--- src/rtl/led_scan_mux_if.sv ---
// Signal bundle between a display controller (master) and the LED scan driver (slave).
// Carries the display value, the scan controls, and the decoder/anode outputs.
interface led_scan_mux_if #(
    parameter int NDIGITS = 4
);
    localparam int IDX_W = (NDIGITS > 1) ? $clog2(NDIGITS) : 1;

    logic                   load;
    logic [4*NDIGITS-1:0]   value;
    logic [NDIGITS-1:0]     dp_in;
    logic                   lz_blank;
    logic                   enable;
    logic [3:0]             hex;
    logic                   dp;
    logic [NDIGITS-1:0]     an;
    logic [IDX_W-1:0]       digit_idx;

    modport master (
        output load, value, dp_in, lz_blank, enable,
        input  hex, dp, an, digit_idx
    );

    modport slave (
        input  load, value, dp_in, lz_blank, enable,
        output hex, dp, an, digit_idx
    );
endinterface

--- src/rtl/led_scan_mux.sv ---
// Time-multiplexed scan driver for a common-anode multi-digit 7-segment display,
// with inter-digit blanking, leading-zero suppression and scan pause.
module led_scan_mux #(
    parameter int NDIGITS      = 4,
    parameter int PRESCALE     = 50000,
    parameter int BLANK_CYCLES = 2
) (
    input  logic          clk,
    input  logic          rst_n,
    led_scan_mux_if.slave bus
);
    localparam int IDX_W = (NDIGITS > 1) ? $clog2(NDIGITS) : 1;
    localparam int PS_W  = (PRESCALE > 1) ? $clog2(PRESCALE) : 1;

    localparam logic [PS_W-1:0]  PS_LAST  = PS_W'(PRESCALE - 1);
    localparam logic [PS_W-1:0]  PS_BLANK = PS_W'(BLANK_CYCLES);
    localparam logic [IDX_W-1:0] IDX_LAST = IDX_W'(NDIGITS - 1);

    logic [4*NDIGITS-1:0] shadow_val;
    logic [NDIGITS-1:0]   shadow_dp;
    logic [PS_W-1:0]      presc;
    logic [IDX_W-1:0]     idx;

    logic [3:0]           hex_p1;
    logic                 dp_p1;
    logic [NDIGITS-1:0]   an_p1;

    logic [NDIGITS-1:0]   suppress;
    logic                 zero_tail;
    logic                 lit;
    logic                 slot_end;

    function automatic logic [NDIGITS-1:0] anode_sel(input logic [IDX_W-1:0] sel);
        logic [NDIGITS-1:0] mask;
        mask      = '1;
        mask[sel] = 1'b0;
        return mask;
    endfunction

    // A digit is a leading zero when it and every more-significant digit are
    // zero with no decimal point; digit 0 always stays lit.
    always_comb begin
        zero_tail = 1'b1;
        suppress  = '0;
        for (int i = NDIGITS - 1; i >= 0; i--) begin
            zero_tail   = zero_tail && (shadow_val[4*i +: 4] == 4'd0) && !shadow_dp[i];
            suppress[i] = bus.lz_blank && zero_tail && (i != 0);
        end
    end

    assign lit      = bus.enable && (presc >= PS_BLANK) && !suppress[idx];
    assign slot_end = (presc == PS_LAST);

    // Stage p0 -> p1: shadow capture, slot counter, and registered display outputs
    // all computed from the pre-edge state.
    always_ff @(posedge clk or negedge rst_n) begin
        if (!rst_n) begin
            shadow_val <= '0;
            shadow_dp  <= '0;
            presc      <= '0;
            idx        <= '0;
            hex_p1     <= 4'd0;
            dp_p1      <= 1'b1;
            an_p1      <= '1;
        end else begin
            if (bus.load) begin
                shadow_val <= bus.value;
                shadow_dp  <= bus.dp_in;
            end
            if (bus.enable) begin
                if (slot_end) begin
                    presc <= '0;
                    idx   <= (idx == IDX_LAST) ? '0 : idx + IDX_W'(1);
                end else begin
                    presc <= presc + PS_W'(1);
                end
            end
            hex_p1 <= shadow_val[4*idx +: 4];
            dp_p1  <= ~shadow_dp[idx];
            an_p1  <= lit ? anode_sel(idx) : '1;
        end
    end

    assign bus.hex       = hex_p1;
    assign bus.dp        = dp_p1;
    assign bus.an        = an_p1;
    assign bus.digit_idx = idx;
endmodule

--- src/flat_wrapper.sv ---
// flat-port wrapper written by rule: the top's interface ports become plain ports
module led_scan_mux_flat 
#(
    parameter int NDIGITS      = 4,
    parameter int PRESCALE     = 50000,
    parameter int BLANK_CYCLES = 2
)
  (clk, rst_n, bus_load, bus_value, bus_dp_in, bus_lz_blank, bus_enable, bus_hex, bus_dp, bus_an, bus_digit_idx);
  led_scan_mux_if #(.NDIGITS(NDIGITS)) bus_i ();
  input  logic clk;
  input  logic rst_n;
  input wire logic [$bits(bus_i.load)-1:0] bus_load;
  input wire logic [$bits(bus_i.value)-1:0] bus_value;
  input wire logic [$bits(bus_i.dp_in)-1:0] bus_dp_in;
  input wire logic [$bits(bus_i.lz_blank)-1:0] bus_lz_blank;
  input wire logic [$bits(bus_i.enable)-1:0] bus_enable;
  output wire logic [$bits(bus_i.hex)-1:0] bus_hex;
  output wire logic [$bits(bus_i.dp)-1:0] bus_dp;
  output wire logic [$bits(bus_i.an)-1:0] bus_an;
  output wire logic [$bits(bus_i.digit_idx)-1:0] bus_digit_idx;
  assign bus_i.load = bus_load;
  assign bus_i.value = bus_value;
  assign bus_i.dp_in = bus_dp_in;
  assign bus_i.lz_blank = bus_lz_blank;
  assign bus_i.enable = bus_enable;
  assign bus_hex = bus_i.hex;
  assign bus_dp = bus_i.dp;
  assign bus_an = bus_i.an;
  assign bus_digit_idx = bus_i.digit_idx;
  led_scan_mux #(.NDIGITS(NDIGITS), .PRESCALE(PRESCALE), .BLANK_CYCLES(BLANK_CYCLES)) u_core (.clk(clk), .rst_n(rst_n), .bus(bus_i));
endmodule
--- config.mk ---
export PLATFORM = sky130hd
export DESIGN_NAME = led_scan_mux_flat
export DESIGN_NICKNAME = d
export VERILOG_FILES = /design/src/rtl/led_scan_mux_if.sv /design/src/rtl/led_scan_mux.sv /design/src/flat_wrapper.sv
export SDC_FILE = /design/constraint.sdc
export NUM_CORES = 1
export LEC_CHECK = 0
export BUFFER_PORTS_ARGS = -buffer_cell sky130_fd_sc_hd__buf_2
export CAP_MARGIN = 15
export CORE_ASPECT_RATIO = 1.4
export CORE_MARGIN = 2
export CORE_UTILIZATION = 60
export DETAILED_ROUTE_END_ITERATION = 7
export GPL_TIMING_DRIVEN = 0
export PLACE_DENSITY = 0.95
export SLEW_MARGIN = 20
export SYNTH_ARGS = -nofsm -noshare
export SYNTH_HDL_FRONTEND = slang
export SYNTH_SLANG_ARGS = --single-unit
--- constraint.sdc ---
create_clock -name clk -period 4.22 [get_ports clk]
set_input_delay 0.633 -clock clk [delete_from_list [all_inputs] [get_ports clk]]
set_output_delay 0.633 -clock clk [all_outputs]
set_load 0.02 [all_outputs]
==> flow_summary.yaml <==
timing:
  slew_violations: 0
  timing.final.ws_setup_ns: 2.17
  period_minus_slack_ns: 2.05
  fmax_mhz: 487
  tns_ns: 0
  final.period_utilization: 0.487
  setup_viol: 0
  rsz0062_at_grt: "false"
  hold_violations: 0
  clock_skew_ns: 0.00515
  tightest_slew_ns: 0.602
  worst_hold_slack_ns: 0.322
  relSlewSlack: 0.599
synthesis:
  synth_area_leaders: "dfrtp_1 (48%), mux2_2 (11%), dfstp_2 (6.0%)"
  synth-compound-area-share: 0.0441
  syn_area_sq_um: 2190
  ys_seq_elements: 47
  muxShareOfSynthArea: 0.165
  synth_xor_area_frac: 0.0320
  synth.distinct_cells: 34
  synth_fa_ha_area_frac: 0.0343
  yosysSeqAreaShare: 0.541
  synth-edff-count: 0
  yosysTopAreaCellShare: 0.481
  synth.net_count: 208
  ys_async_sr_fraction: 1.00
  synthSimpleGateAreaFrac: 0.161
  synth_flop_cell: "dfrtp_1"
  synth_top_area_cell: "dfrtp_1"
  synth_top_family_by_area: "multiplexers"
  avgSynthCellArea_sq_um: 12.4
  synth-warning-count: 0
  syn_inst: 177
floorplanning:
  initial_core_util: 0.636
  pin_count: 36
  die_w_um: 55.0
  coreArea_sq_um: 3440
  dieArea_sq_um: 4150
  die_h_um: 75.4
  rows: 25
global_route:
  grt_pass1_wl_um: 7400
  grt_overflow: 0
  grt_pass1_vias: 1539
  globalRouteTotalUtil: 0.263
  antenna_found_initial: 0
  grt_max_degree: 48
cts:
  post_cts_buffers: 0
  numCtsBuffers: 5
  cts_hold_buf: 0
  clock_tree.root_cell: "clkbuf_8"
  tritoncts: "built"
  clock_latency_ns: 0.30
  cts_resized: 0
  clkSlewWorstSetupHoldPaths_ns: 0.08
  max-clock-path-buffers: 2
  cts_sinks: 47
  h-tree-depth: 2
finish:
  final_cell_mix: "dfrtp_1 (42), buf_2 (35), mux2_2 (22), nand2_1 (11), nand4_1 (10)"
  final_common_cell: "dfrtp_1"
  multi_input_area_sq_um: 953
  nNetsFinal: 249
  layout-drive-gt1-share: 0.370
  fin_area_sq_um: 2510
  syn2layout_area_growth_pct: 14.8
  regArea_sq_um: 1180
  n_antenna_cell: 0
  n_fill_cell: 236
place:
  port_buffers: 34
  dp_slack_ns: 2.24
  routabilityCongestion: 0.864
  hpwl_um: 3240
  placed_cell_area_sq_um: 2410
detailed_routing:
  drc: 0
  wl_per_cell_um: 17.4
  routed_wirelength_um: 4500
  viasPerCell: 6.15
  dr.pass1.iters: 4
  drt_iter0_drc: 77
  via_count: 1592
  postRouteAntennaNets: 0
pwr:
  powerDensity_nw_per_um2: 388
  power_leakage_nw: 1.09
  ir_drop_mv: 0.447
critical_path:
  reg2regPathDepth: 4
  r2r_end: "u_core.presc[6]"
  r2r_start: "u_core.presc[10]"
  crit_type: "register to register"
  critPathCaptureType: "register"
  critPathArrivalTime_ns: 2.21
  cp_max_fo: 5
  r2r_slack_ns: 2.17
  required_ns: 4.38
  worst_setup_path_start_kind: "register"
run:
  maxCapViolCount: 0
min_path:
  hold_path_class: "input port to async pin"
outcome:
  status: "finished clean"
==> where the power goes <==
group	total, W	switching, W	leakage, nW	internal [W]
combinational	0.000124	0.0000621	0.491	0.0000616
clock	0.000290	0.000140	0.0515	0.000149
sequential	0.000559	0.0000593	0.552	0.000500
==> state kept, by name, summed over array words and instances, names as in the netlist <==
name and count:
u_core.bus.an 4, u_core.bus.digit_idx 2, u_core.bus.dp 1, u_core.bus.hex 4, u_core.presc 16, u_core.shadow_dp 4, u_core.shadow_val 16
==> Yosys cell counts (2+ instances only) <==
| cell type | count |
|---|---|
| o21ai_0 | 6 |
| or3_1 | 2 |
| xnor2_1 | 6 |
| a21oi_1 | 3 |
| or2_2 | 2 |
| buf_2 | 2 |
| nor3_1 | 9 |
| ha_1 | 6 |
| inv_1 | 8 |
| clkbuf_1 | 3 |
| or4_1 | 2 |
| dfstp_2 | 5 |
| o31ai_1 | 3 |
| dfrtp_1 | 42 |
| nor2_1 | 7 |
| nand2_1 | 11 |
| nand4_1 | 10 |
| mux4_2 | 5 |
| xor2_1 | 2 |
| mux2_2 | 22 |
| nand2b_1 | 2 |
| and4_1 | 3 |
| nor4_1 | 3 |
| nand3_1 | 3 |
==> layer usage <==
layer	wire, um	GRT usage	up-vias
li1	-	-	730
met5	0	0	-
met4	107	0.119	0
met2	2540	0.462	62
met1	1650	0.295	789
met3	210	0.0608	11
==> worst max-delay path by stage <==
| stage | start | to | cells after the start |
|---|---|---|---|
| after floorplan | u_core.bus.digit_idx[0] | u_core.bus.an[0] | 5 |
| after global placement | u_core.presc[10] | u_core.presc[0] | 4 |
| after detailed placement | u_core.presc[10] | u_core.presc[6] | 4 |
| after CTS | u_core.presc[10] | u_core.presc[0] | 4 |
| after global routing | u_core.presc[10] | u_core.presc[6] | 4 |
| final | u_core.presc[10] | u_core.presc[6] | 4 |
==> logic make-up after synthesis <==
family,Yosys count
muxes,27
buffers and inverters,13
adders and majority gates,6
and+or+nand+nor,60
AOI/OAI and AO/OA,16
DFF,47
xor gates and xnor gates,8
==> critical path, stage by stage, from the launching register on <==
cell and delay [ns]:
dfrtp_1 0.43, nor4_1 0.48, nand2_1 0.26, nor3_1 0.56, o21ai_0 0.19
==> through the flow <==
step | instances | util | total power (W)
finish | 259 | 0.729 | 0.000973
global route | 259 | 0.729 | 0.00102
CTS | 259 | 0.729 | 0.000982
detailed placement | 251 | 0.700 | 0.000689
global placement | 251 | 0.700 | 0.000676
floorplan | 177 | - | 0.000632
==> area by class of cell <==
| class | count | area share |
|---|---|---|
| repair buffers | 34 | 0.0688 |
| clock buffers | 8 | 0.0399 |
| inverters | 8 | 0.0120 |
| well taps | 40 | 0.0199 |
| flip-flops and latches | 47 | 0.471 |
| multi-input cells | 117 | 0.380 |
| plain buffers | 5 | 0.00847 |
(Power assumes the default switching activity.)
